## config.mk

```make
export PLATFORM = sky130hd
export DESIGN_NAME = traffic_light_monitor
export DESIGN_NICKNAME = d
export VERILOG_FILES = /design/src/rtl/traffic_light_monitor.sv
export SDC_FILE = /design/constraint.sdc
export NUM_CORES = 1
export LEC_CHECK = 0
export CAP_MARGIN = 20
export CORE_ASPECT_RATIO = 0.6
export CORE_MARGIN = 1.5
export CORE_UTILIZATION = 50
export DETAILED_ROUTE_END_ITERATION = 10
export GPL_ROUTABILITY_DRIVEN = 0
export PLACE_DENSITY_LB_ADDON = 0.12
export SLEW_MARGIN = 20
export SYNTH_ARGS = -nofsm -noshare
export SYNTH_HDL_FRONTEND = slang
export SYNTH_SLANG_ARGS = --single-unit
```

## constraint.sdc

```tcl
create_clock -name clk -period 9.6 [get_ports clk]
set_input_delay 0.96 -clock clk [delete_from_list [all_inputs] [get_ports clk]]
set_output_delay 0.96 -clock clk [all_outputs]
set_load 0.005 [all_outputs]
```

## src/rtl/traffic_light_monitor.sv

```systemverilog
// Passive checker for the active-low RGB traffic light lines: phase decode, hold-length
// measurement, order/timing/illegal-pattern flags. Optional TLM_SYNC_EN adds a 2-flop input synchronizer.
module traffic_light_monitor #(
    parameter int unsigned RED_CYCLES   = 200_000_000,
    parameter int unsigned GREEN_CYCLES = 110_000_000,
    parameter int unsigned BLUE_CYCLES  = 60_000_001,
    parameter int unsigned TOL          = 4,
    parameter int unsigned CNT_W        = 32
) (
    input  logic             clk,
    input  logic             rst_n,
    input  logic             led_red,
    input  logic             led_green,
    input  logic             led_blue,
    input  logic             err_clr,
    output logic [1:0]       phase,
    output logic             locked,
    output logic             len_valid,
    output logic [1:0]       last_phase,
    output logic [CNT_W-1:0] phase_len,
    output logic [15:0]      cycles_done,
    output logic             err_order,
    output logic             err_illegal,
    output logic             err_timing
);

    localparam int unsigned DW = CNT_W + 1;

    localparam logic [2:0] P_OFF   = 3'd0;
    localparam logic [2:0] P_RED   = 3'd1;
    localparam logic [2:0] P_GREEN = 3'd2;
    localparam logic [2:0] P_BLUE  = 3'd3;
    localparam logic [2:0] P_ILL   = 3'd4;

    localparam logic [0:0] S_UNLOCKED = 1'b0;
    localparam logic [0:0] S_LOCKED   = 1'b1;

    // Lines are {red, green, blue}, active-low.
    function automatic logic [2:0] decode(input logic [2:0] l);
        case (l)
            3'b111:  decode = P_OFF;
            3'b011:  decode = P_RED;
            3'b101:  decode = P_GREEN;
            3'b110:  decode = P_BLUE;
            default: decode = P_ILL;
        endcase
    endfunction

    function automatic logic [1:0] to_code(input logic [2:0] p);
        to_code = (p == P_ILL) ? 2'd0 : p[1:0];
    endfunction

    logic [2:0]       lines_in;
    logic [2:0]       samp_q;
    logic [0:0]       state_q, state_d;
    logic [CNT_W-1:0] run_cnt;
    logic             skip_q;

`ifdef TLM_SYNC_EN
    logic [2:0] sync1_q, sync2_q;

    // Two-flop synchronizer, idles at OFF.
    always_ff @(posedge clk or negedge rst_n) begin
        if (!rst_n) begin
            sync1_q <= 3'b111;
            sync2_q <= 3'b111;
        end else begin
            sync1_q <= {led_red, led_green, led_blue};
            sync2_q <= sync1_q;
        end
    end

    assign lines_in = sync2_q;
`else
    assign lines_in = {led_red, led_green, led_blue};
`endif

    logic [2:0]       pat_in, pat_q;
    logic             chg, legal, sat, timing_bad;
    logic             order_evt, illegal_evt, timing_evt, round_evt;
    logic [CNT_W-1:0] exp_len;
    logic [DW-1:0]    diff, abs_diff;

    assign pat_in = decode(lines_in);
    assign pat_q  = decode(samp_q);
    assign chg    = (pat_in != pat_q);
    assign sat    = &run_cnt;
    assign legal  = ((pat_q == P_RED)   && (pat_in == P_GREEN)) ||
                    ((pat_q == P_GREEN) && (pat_in == P_BLUE))  ||
                    ((pat_q == P_BLUE)  && (pat_in == P_RED));

    // Tolerance check on the ending phase, one bit wider so the difference cannot wrap.
    always_comb begin
        exp_len = '0;
        case (pat_q)
            P_RED:   exp_len = CNT_W'(RED_CYCLES);
            P_GREEN: exp_len = CNT_W'(GREEN_CYCLES);
            P_BLUE:  exp_len = CNT_W'(BLUE_CYCLES);
            default: exp_len = '0;
        endcase
        diff       = {1'b0, run_cnt} - {1'b0, exp_len};
        abs_diff   = diff[DW-1] ? (~diff + DW'(1)) : diff;
        timing_bad = sat || (abs_diff > DW'(TOL));
    end

    always_ff @(posedge clk or negedge rst_n) begin
        if (!rst_n) state_q <= S_UNLOCKED;
        else        state_q <= state_d;
    end

    always_comb begin
        state_d     = state_q;
        order_evt   = 1'b0;
        timing_evt  = 1'b0;
        round_evt   = 1'b0;
        illegal_evt = (pat_in == P_ILL);
        if (illegal_evt) begin
            state_d = S_UNLOCKED;
        end else if (chg) begin
            if (state_q == S_UNLOCKED) begin
                if (pat_in == P_RED) state_d = S_LOCKED;
            end else if (legal) begin
                timing_evt = timing_bad && !skip_q;
                round_evt  = (pat_q == P_BLUE);
            end else begin
                order_evt = 1'b1;
                state_d   = S_UNLOCKED;
            end
        end
    end

    assign locked = (state_q == S_LOCKED);

    // Sample register, run counter, length report and sticky flags.
    always_ff @(posedge clk or negedge rst_n) begin
        if (!rst_n) begin
            samp_q      <= 3'b111;
            phase       <= 2'd0;
            run_cnt     <= '0;
            skip_q      <= 1'b0;
            len_valid   <= 1'b0;
            last_phase  <= 2'd0;
            phase_len   <= '0;
            cycles_done <= 16'd0;
            err_order   <= 1'b0;
            err_illegal <= 1'b0;
            err_timing  <= 1'b0;
        end else begin
            samp_q    <= lines_in;
            phase     <= to_code(pat_in);
            len_valid <= chg;
            if (chg) begin
                run_cnt    <= CNT_W'(1);
                skip_q     <= (pat_q == P_ILL);
                last_phase <= to_code(pat_q);
                phase_len  <= run_cnt;
            end else if (!sat) begin
                run_cnt <= run_cnt + CNT_W'(1);
            end
            if (round_evt) cycles_done <= cycles_done + 16'd1;
            err_order   <= (err_order   & ~err_clr) | order_evt;
            err_illegal <= (err_illegal & ~err_clr) | illegal_evt;
            err_timing  <= (err_timing  & ~err_clr) | timing_evt;
        end
    end

endmodule
```

Word-level counts from Yosys, hierarchy flattened

Index checks and enable logic that the tools add are counted.

Memories kept: 0
Output and inout bits: 57
Flip-flop bits (word level): 93
Logic and storage cells: 78
Bits in latches: 0
ROM bits: 0
Bits in writable memories: 0

Reductions and logical operators: 10
Shifts and indexed selects: 0
Mux-type cells: 25
Equal/unequal tests: 18
Bitwise operators: 8
Multipliers: 0
$lt $le $gt $ge: 1
Divide/modulo/power cells: 0
$add $sub $neg: 4

Operator list:

| operator                                            | count |
|---|---|
| case mux 28 bit (3 select lines)                    | 1 |
| 2-to-1 mux 32 bit                                   | 2 |
| adder 33 x 1 -> 33 bit, second input constant       | 1 |
| > comparator 33 x 3 -> 1 bit, second input constant | 1 |
| 2-to-1 mux 33 bit                                   | 1 |
| inverter 33 bit                                     | 1 |
| subtractor 32 x 32 -> 33 bit                        | 1 |
| adder 32 x 1 -> 32 bit, second input constant       | 1 |
| AND reduction 32 bit                                | 1 |
| equality test 3 bit, second input constant          | 8 |
| case mux 3 bit (4 select lines)                     | 2 |
| equality test 3 x 2 -> 1 bit, second input constant | 6 |
| 2-to-1 mux 1 bit                                    | 17 |
| adder 16 x 1 -> 16 bit, second input constant       | 1 |
| equality test 3 x 1 -> 1 bit, second input constant | 2 |
| logical AND 1 bit                                   | 4 |
| 2-to-1 mux 2 bit                                    | 2 |
| AND 1 bit                                           | 3 |
| logical OR 1 bit                                    | 3 |
| != test 3 bit                                       | 1 |
| OR 1 bit                                            | 3 |
| != test 2 bit, second input constant                | 1 |
| nonzero test 2 bit                                  | 1 |
| logical NOT 1 bit                                   | 1 |
| inverter 1 bit                                      | 1 |

Logic depth before layout (Yosys ltp)

Word-level depth: 16
Depth in mapped cells: 18
Gate-level depth less buffers: 16

Worst setup path before layout

No wires, ideal clock.

Kind: reg-to-reg
Start: register samp_q[0]
End: register err_timing
Period minus slack after synthesis: 4,254 ps
Setup slack: 5,346 ps
Data arrival time: 4,109 ps
Stages on the path, launching flop included: 18
Path buffers: 1
Cells stage by stage: dfstp_2 -> inv_1 -> nand3_1 -> inv_1 -> nor3_1 -> ha_1 -> buf_2 -> a21oi_1 -> o21ai_0 -> o2111a_1 -> or3_4 -> a221oi_4 -> nand3_4 -> or4b_4 -> or2_0 -> o21ai_1 -> a32o_2 -> a41oi_2

Longest elaborated chain between the ends: 16
Elaborated cells between the ends (all ways): 27
Those cells by class: add/sub (2); order compare (1); eq/ne (8); mux (7); bitwise (2); reduce/logical (7)

Ends and longest elaborated chain:

| item                                                                | RTL line | source |
|---|---|---|
| start, declared                                                     | 54       | `logic [2:0] samp_q;` |
| start signal, assigned                                              | 149      | `samp_q <= lines_in;` |
| equality test 3 bit or equality test 3 x 2 -> 1 bit (tied branches) | 40       | `case (l)` |
| case mux 3 bit (4 select lines) (*)                                 | 40       |  |
| equality test 3 x 2 -> 1 bit, or another cell as far along          | 90, 95   |  |
| case mux 28 bit (3 select lines)                                    | 95       | `case (pat_q)` |
| subtractor 32 x 32 -> 33 bit                                        | 101      | `diff = {1'b0, run_cnt} - {1'b0, exp_len};` |
| inverter 33 bit                                                     | 102      | `abs_diff = diff[DW-1] ? (~diff + DW'(1)) : diff;` |
| adder 33 x 1 -> 33 bit                                              | 102      |  |
| 2-to-1 mux 33 bit                                                   | 102      |  |
| > comparator 33 x 3 -> 1 bit                                        | 103      | `timing_bad = sat \|\| (abs_diff > DW'(TOL));` |
| logical OR 1 bit                                                    | 103      |  |
| logical AND 1 bit                                                   | 123      | `timing_evt = timing_bad && !skip_q;` |
| 2-to-1 mux 1 bit                                                    | 122      | `end else if (legal) begin` |
| 2-to-1 mux 1 bit                                                    | 120      | `if (state_q == S_UNLOCKED) begin` |
| 2-to-1 mux 1 bit (*)                                                | 119      | `end else if (chg) begin` |
| 2-to-1 mux 1 bit (*)                                                | 117      | `if (illegal_evt) begin` |
| OR 1 bit (*)                                                        | 163      | `err_timing <= (err_timing & ~err_clr) \| timing_evt;` |
| end signal, assigned                                                | 163      |  |
| end, declared                                                       | 24       | `output logic err_timing` |

Mark *: on every way between the ends. The rest lies on a longest branch, timed or not.
A chain may end at the register's enable or synchronous reset.

Worst setup path in the final report

Ends and elaborated chain as after synthesis.

==> impl_results.html <==
<table>
<tr><th>Metric</th><th>Value</th></tr>
<tr><th colspan="2">Outcome</th></tr>
<tr><td>Status</td><td>finished, final reports clean</td></tr>
<tr><th colspan="2">Detailed routing</th></tr>
<tr><td>Initial detailed-routing violation count</td><td>around 610</td></tr>
<tr><td>Drt total wl</td><td>~18 mm</td></tr>
<tr><td>Vias</td><td>6058</td></tr>
<tr><td>Residual antenna-violating net count after detailed routing</td><td>0</td></tr>
<tr><td>Vias per inst</td><td>between 6 and 7</td></tr>
<tr><td>Remaining routing DRC violations</td><td>0</td></tr>
<tr><td>Number of iterations in the first detailed-routing pass</td><td>5</td></tr>
<tr><td>Wirelength per Cell</td><td>18.73 um</td></tr>
<tr><th colspan="2">Clock tree</th></tr>
<tr><td>Clock Tree Root</td><td>sky130_fd_sc_hd__clkbuf_16</td></tr>
<tr><td>Clock Sinks</td><td>between 90 and 100</td></tr>
<tr><td>Inserted Clock Buffers</td><td>9</td></tr>
<tr><td>Clk slew on worst S/H paths</td><td>70 ps</td></tr>
<tr><td>Clock Latency Late Sink</td><td>between 300 and 400 ps</td></tr>
<tr><td>H-Tree Level Count</td><td>3</td></tr>
<tr><td>TritonCTS clock tree</td><td>done</td></tr>
<tr><td>Clock Path Buffers</td><td>2</td></tr>
<tr><td>Count of buffers added by post-CTS timing repair for setup</td><td>0</td></tr>
<tr><td>Total of cells resized after clock tree synthesis</td><td>0</td></tr>
<tr><td>Count of hold buffers inserted by post-cts repair</td><td>0</td></tr>
<tr><th colspan="2">Logic synthesis</th></tr>
<tr><td>#FFs+latches synth</td><td>93</td></tr>
<tr><td>Post-Synthesis Cells</td><td>765</td></tr>
<tr><td>Avg Inst Size Synth</td><td>8.740 sq um</td></tr>
<tr><td>Cell taking the most area after synthesis</td><td>sky130_fd_sc_hd__dfrtp_1</td></tr>
<tr><td>Portion of synthesized cell area occupied by the leading cell type</td><td>33.68%</td></tr>
<tr><td>List of most frequent post-synthesis cells</td><td>sky130_fd_sc_hd__nor2_1 (99), sky130_fd_sc_hd__dfrtp_1 (90), sky130_fd_sc_hd__nand2_1 (67)</td></tr>
<tr><td>Total nets after synthesis</td><td>797</td></tr>
<tr><td>Portion of the post-synthesis area used by sequential elements</td><td>34.86%</td></tr>
<tr><td>Number of distinct library cells after synthesis</td><td>84</td></tr>
<tr><td>Synthesized area</td><td>6686 sq um</td></tr>
<tr><td>Number of warning messages in the yosys log</td><td>0</td></tr>
<tr><td>Cell with the most instances after synthesis</td><td>sky130_fd_sc_hd__nor2_1</td></tr>
<tr><td>Leading register cell type out of synthesis</td><td>sky130_fd_sc_hd__dfrtp_1</td></tr>
<tr><td>Leading cell types by total area after synthesis</td><td>sky130_fd_sc_hd__dfrtp_1 (34%), sky130_fd_sc_hd__mux2_2 (5.9%), sky130_fd_sc_hd__xor2_1 (5.8%), sky130_fd_sc_hd__nor2_1 (5.6%), sky130_fd_sc_hd__ha_1 (4.9%)</td></tr>
<tr><td>Fraction of registers with async set or reset after synthesis</td><td>100.0%</td></tr>
<tr><td>Number of enable-type register cells in the synthesized netlist</td><td>0</td></tr>
<tr><th colspan="2">Floorplanning</th></tr>
<tr><td>Height of the die</td><td>92.58 um</td></tr>
<tr><td>IO Pins</td><td>63</td></tr>
<tr><td>Initial standard-cell utilization of the core</td><td>51.70%</td></tr>
<tr><td>Horizontal die dimension</td><td>152.3 um</td></tr>
<tr><td>Floorplan Core Area</td><td>12930 sq um</td></tr>
<tr><td>Area enclosed by the die boundary</td><td>14100 sq um</td></tr>
<tr><td>Number of cell rows</td><td>32</td></tr>
<tr><th colspan="2">Global route</th></tr>
<tr><td>Initial antenna violation count</td><td>0</td></tr>
<tr><td>Pin count of the biggest net entering global routing</td><td>89</td></tr>
<tr><td>Via count of the first global-routing pass</td><td>5643</td></tr>
<tr><td>Global-route wire length before repair</td><td>29.84 mm</td></tr>
<tr><td>Combined global-route utilization of all metal layers</td><td>26.30%</td></tr>
<tr><td>Total global routing overflow</td><td>0</td></tr>
<tr><th colspan="2">Timing</th></tr>
<tr><td>Worst Skew</td><td>11.87 ps</td></tr>
<tr><td>Slew @ Worst Pin</td><td>929.6 ps</td></tr>
<tr><td>Total negative setup slack</td><td>0 ps</td></tr>
<tr><td>Unrepaired setup endpoints after global routing</td><td>false</td></tr>
<tr><td>Ratio of final minimum period to clock period</td><td>55.53%</td></tr>
<tr><td>Fin. Hold Viols</td><td>0</td></tr>
<tr><td>Minimum clock period after layout</td><td>5330 ps</td></tr>
<tr><td>Final worst slack</td><td>4270 ps</td></tr>
<tr><td>Hold Worst Slack</td><td>417.6 ps</td></tr>
<tr><td>Highest Clock Rate</td><td>187.6 MHz</td></tr>
<tr><td>Number of setup violations in the final report</td><td>0</td></tr>
<tr><td>Number of max-slew violations in the final report</td><td>0</td></tr>
<tr><td>Max_slew headroom</td><td>between 30 and 40%</td></tr>
<tr><th colspan="2">Worst setup path</th></tr>
<tr><td>Element type at the critical path start</td><td>register</td></tr>
<tr><td>Category of the critical setup timing path</td><td>register to register</td></tr>
<tr><td>Setup crit end kind</td><td>register</td></tr>
<tr><td>Max Fanout on Critical Path</td><td>17</td></tr>
<tr><td>WP data arrival</td><td>5530 ps</td></tr>
<tr><td>Required time reported for the critical path endpoint</td><td>~10000 ps</td></tr>
<tr><th colspan="2">Power</th></tr>
<tr><td>Switching power</td><td>between 0.3 and 0.4 mW</td></tr>
<tr><td>Sw Share</td><td>between 20 and 30%</td></tr>
<tr><td>Sequential Power Share</td><td>39.5%</td></tr>
<tr><td>Maximum vdd drop</td><td>around 0.094 mV</td></tr>
<tr><td>Clock power frac</td><td>40.0%</td></tr>
<tr><td>Part of the power in combinational logic</td><td>20.5%</td></tr>
<tr><td>Total chip power</td><td>1.040 mW</td></tr>
<tr><td>Cell-internal power</td><td>0.7399 mW</td></tr>
<tr><td>Power per cell area</td><td>134.3 nW/um^2</td></tr>
<tr><td>Static leakage</td><td>3.380 nW</td></tr>
<tr><th colspan="2">Final layout</th></tr>
<tr><td>Number of fill cells in the layout</td><td>roughly 1100</td></tr>
<tr><td>Post-synthesis to final-layout area growth</td><td>15.81%</td></tr>
<tr><td>Number of standard cells in the layout, taps in and fillers out</td><td>between 900 and 1000</td></tr>
<tr><td># diodes</td><td>0</td></tr>
<tr><td>Final layout net count</td><td>837</td></tr>
<tr><td>Proportion of layout cells with a drive suffix above 1</td><td>10.00%</td></tr>
<tr><th colspan="2">Placement</th></tr>
<tr><td>PortBufs</td><td>62</td></tr>
<tr><td>Post-DP HPWL</td><td>13.87 mm</td></tr>
<tr><td>Placed instance count</td><td>964</td></tr>
<tr><td>Placement-stage worst setup slack</td><td>4410 ps</td></tr>
<tr><th colspan="2">Run</th></tr>
<tr><td>Maxcap violations</td><td>0</td></tr>
<tr><th colspan="2">Hold path</th></tr>
<tr><td>Min-Delay Path Class</td><td>primary input to asynchronous set/reset pin</td></tr>
</table>
## final cells by class
type	count	area, sq um	area share [%]
clock buffers	10	229.0	2.957
clock inverters	6	117.6	1.519
inverters	16	60.06	0.7756
multi-input cells	620	4149	53.58
flip-flops and latches	93	2331	30.10
well taps	170	212.7	2.747
repair buffers	65	644.4	8.321
## final timing paths
kind | startpoint | slack [ps] | cells after the start | to
hold reg to reg | cycles_done[15]$_DFFE_PN0P_ | 480 | 1 | cycles_done[15]$_DFFE_PN0P_
setup / recovery | samp_q[0]$_DFF_PN1_ | 4270 | 13 | err_timing$_DFF_PN0_
hold / removal | rst_n | 420 | 1 | phase_len[27]$_DFFE_PN0N_
min in group clk | cycles_done[15]$_DFFE_PN0P_ | 480 | 1 | cycles_done[15]$_DFFE_PN0P_
max in group asynchronous | rst_n | 8180 | 2 | run_cnt[0]$_DFFE_PN0P_
setup reg to reg | samp_q[0]$_DFF_PN1_ | 4270 | 13 | err_timing$_DFF_PN0_
## critical path: stages, from the launching register on
cell and delay (ps):
sky130_fd_sc_hd__dfstp_2 590, sky130_fd_sc_hd__inv_1 80, sky130_fd_sc_hd__nand3_1 140, sky130_fd_sc_hd__inv_1 130, sky130_fd_sc_hd__nor3_1 690, sky130_fd_sc_hd__ha_1 460
sky130_fd_sc_hd__a21oi_1 210, sky130_fd_sc_hd__o21ai_0 150, sky130_fd_sc_hd__a221oi_1 640, sky130_fd_sc_hd__a31oi_2 270, sky130_fd_sc_hd__nor2_1 770, sky130_fd_sc_hd__a41oi_1 240
sky130_fd_sc_hd__a2111oi_0 640, sky130_fd_sc_hd__a41oi_2 180
## per-stage QoR
stage	area, sq um	util (%)
after CTS	7740	59.85
after global placement	7393	57.17
after global routing	7744	59.88
after detailed placement	7393	57.17
final	7744	59.88
after floorplan	6686	-
## registers in the layout, indices dropped and copies added (netlist names)
register     cells
samp_q           3
run_cnt         32
len_valid        1
skip_q           1
cycles_done     16
err_timing       1
phase            2
err_illegal      1
err_order        1
locked           1
last_phase       2
phase_len       32
## metal layers
layer,GRT usage (%),vias to the layer above,routed length (um)
li1,-,2842,-
met2,36.99,282,7497
met4,4.045,0,201
met1,40.26,2905,8855
met3,7.113,29,1800
met5,1.832,-,0
## cells in the final DEF (no fill, tap or decap), types with 10 or more instances in the layout
cell,synthesis,routed
sky130_fd_sc_hd__nor2_1,99,99
sky130_fd_sc_hd__dfrtp_1,90,90
sky130_fd_sc_hd__xnor2_1,35,35
sky130_fd_sc_hd__or3_1,11,11
sky130_fd_sc_hd__o31ai_1,10,10
sky130_fd_sc_hd__nand4_1,14,14
sky130_fd_sc_hd__nor3_1,25,25
sky130_fd_sc_hd__nand3_1,36,35
sky130_fd_sc_hd__mux2_2,35,35
sky130_fd_sc_hd__o21ai_0,34,34
sky130_fd_sc_hd__ha_1,26,26
sky130_fd_sc_hd__xor2_1,44,44
sky130_fd_sc_hd__and3_1,10,10
sky130_fd_sc_hd__inv_1,16,16
sky130_fd_sc_hd__nand2_1,67,67
sky130_fd_sc_hd__a21oi_1,40,40
sky130_fd_sc_hd__clkdlybuf4s50_1,0,61
## cells by family (layout without fill, tap and decap cells)
family          after synthesis  count (layout)  share of synthesized area, %
flops                        93              93                         34.86
xor+xnor                     80              80                         10.59
mux                          38              38                         6.344
compound gates              153             153                         15.66
simple gates                323             323                         24.51
fa+ha+maj                    26              26                         4.865
buf+inv                      52              97                         3.162
## power groups by stage
stage               clock network [mW]  registers [mW]  logic (mW)
finish                           0.416           0.411       0.213
global placement                     0           0.418       0.205
global route                     0.440           0.412       0.231
floorplan                            0           0.415       0.144
detailed placement                   0           0.418       0.206
CTS                              0.421           0.411       0.207
(Power assumes the default switching activity.)
==> RTL change, RTL diff (same settings) <==
Add a define of `TLM_SYNC_EN`.
--- a/src/rtl/traffic_light_monitor.sv
+++ b/src/rtl/traffic_light_monitor.sv
@@ -2,2 +2,4 @@
 // measurement, order/timing/illegal-pattern flags. Optional TLM_SYNC_EN adds a 2-flop input synchronizer.
+`define TLM_SYNC_EN
+
 module traffic_light_monitor #(
Behaviour: not the same (Yosys sat finds a counterexample within 4 cycles, from zero or initial values and one cycle with rst_n low).
==> RTL change against the unedited design <==
  * Synthesized cell count down 0.52%
  * Count of clock-buffer cells in the layout did not move
  * Largest cell class unchanged
  * Sequential cell count grew 6
  * The run now ends with design-rule violations left
  * Clock skew fell by 0.0022 ns
  * Final cell count fell by 0.20%
  * Non-clock buffer count stayed put
  * Setup slack better by 0.10 ns
  * Area after synthesis grew 0.77%
  * Routed wire length fell by 3.3%
  * Total power fell by 5.8%
  * Clock power fell by 17%
  * Final area hardly changed
==> RTL change: results (changes against the unedited design) <==
Routed wire length -> 17750 um (-3.3%)
Worst Reg2Reg Path Length in Cells -> 15 (+2)
Pre-CTS setup slack -> 4.573 ns (+0.1633 ns)
Mean post-synth cell area -> 8.854 um^2 (+1.3%)
Nonclk inv count -> 22 (+6)
Initial DRC Count -> 500 (-18%)
Worst hold slack -> 0.3584 ns (-0.05918 ns)
GRT Total Usage -> 25.22% (-1.1 points)
Vias in the first global route -> 5517 (-2.2%)
Via/cell ratio -> 6.132 (-0.80%)
DRT Pass-1 Iters -> 8 (+3)
Crit Path Max Fanout -> 10 (-7)
Nets -> 835 (-0.24%)
Area of placed instances -> 7461 um^2 (+0.91%)
Syn Inst Count -> 761 (-0.52%)
Inserted Diodes -> 0 (unchanged)
Mux share of post-synthesis cell area -> 6.295% (-0.048 points)
Synth-to-layout area growth -> 14.99%
Worst Tran Pin Value -> 0.8915 ns (-0.03803 ns)
Multi-input combinational area share -> 52.10% (-1.5 points)
Adder-cell share of the synthesized area -> 4.828% (-0.037 points)
Synth Area in Compound Gates -> 15.90% (+0.23 points)
HP Class -> reg2reg
Distinct cell type count after synthesis -> 71 (-15%)
Syn Nets -> 793 (-0.50%)
Status -> complete, but fails checks
# Post-CTS Setup Buffers -> 0 (unchanged)
Buffering overhead -> 8.269% (-0.052 points)
Htree depth -> 3 (unchanged)
Clock-cell share of area -> 3.698% (-0.78 points)
Post-DP HPWL -> 13360 um (-3.7%)
Synth cell count leaders -> dfrtp_1 (90), nor2_1 (88), nand2_1 (76), a21oi_1 (51), xor2_1 (40)
Dpl cells -> 962 (-0.21%)
Share of layout cells above drive strength 1 -> 9.901% (-0.099 points)
R2r endpoint -> err_timing$_DFF_PN0_
Synth Area in XOR/XNOR -> 8.969% (-1.6 points)
Fillers -> 1093 (-4.4%)
Data arrival, critical path -> 5.45 ns (-0.08 ns)
Yosys reg bits -> 99 (+6.5%)
Failing checks -> design-rule violations
Clk_skew -> 0.009662 ns (-0.002211 ns)
Final cell count without fillers -> 978 (-0.20%)
Largest net degree at the start of global routing -> 74 (-17%)
Initial antenna violation count -> 1 (+1)
First-pass GRT wire length -> 28600 um (-4.1%)
Count of multi-input gates -> 606 (-2.3%)
Sequential share of the synthesized area -> 36.94% (+2.1 points)
Synth area leaders -> dfrtp_1 (33%), mux2_2 (5.8%), xor2_1 (5.2%), nor2_1 (4.9%), ha_1 (4.8%)
Leakage Power -> 3.382 nW (about the same)
Reg2reg setup slack -> 4.37 ns (+0.10 ns)
Final period utilization -> 54.46% (-1.1 points)
Register area -> 2489 um^2 (+6.8%)
# DRC -> 4 (+4)
Maximum VDD drop -> 0.00008882 V (-5.1%)
-- RTL change: critical path, cell delays in order, from the launching register on --
cell and delay [ns]:
dfstp_2 0.60, inv_1 0.09, nand3_1 0.13, inv_1 0.13, nor3_1 0.68, ha_1 0.47
and4b_1 0.25, a21boi_1 0.14, o311ai_0 0.64, nand2_1 0.28, nor4b_1 0.38, nand2_1 0.14
or3_1 0.31, or4_1 0.43, a2111oi_2 0.31, a31oi_1 0.12
-- RTL change: per-layer routing --
| layer | GRT usage, % | part of all wire (%) | vias up |
|---|---|---|---|
| met5 | 0 | 0 | - |
| met4 | 4.412 | 0.39 | 0 |
| met3 | 6.458 | 9.0 | 16 |
| met2 | 37.44 | 43 | 231 |
| met1 | 37.19 | 48 | 2917 |
| li1 | - | - | 2833 |
-- RTL change: power breakdown --
part | total [W] | internal (W) | switching [W] | leakage, nW
sequential | 0.000441 | 0.000429 | 0.0000125 | 1.33
clock | 0.000345 | 0.000181 | 0.000164 | 0.141
combinational | 0.000193 | 0.0000758 | 0.000117 | 1.92
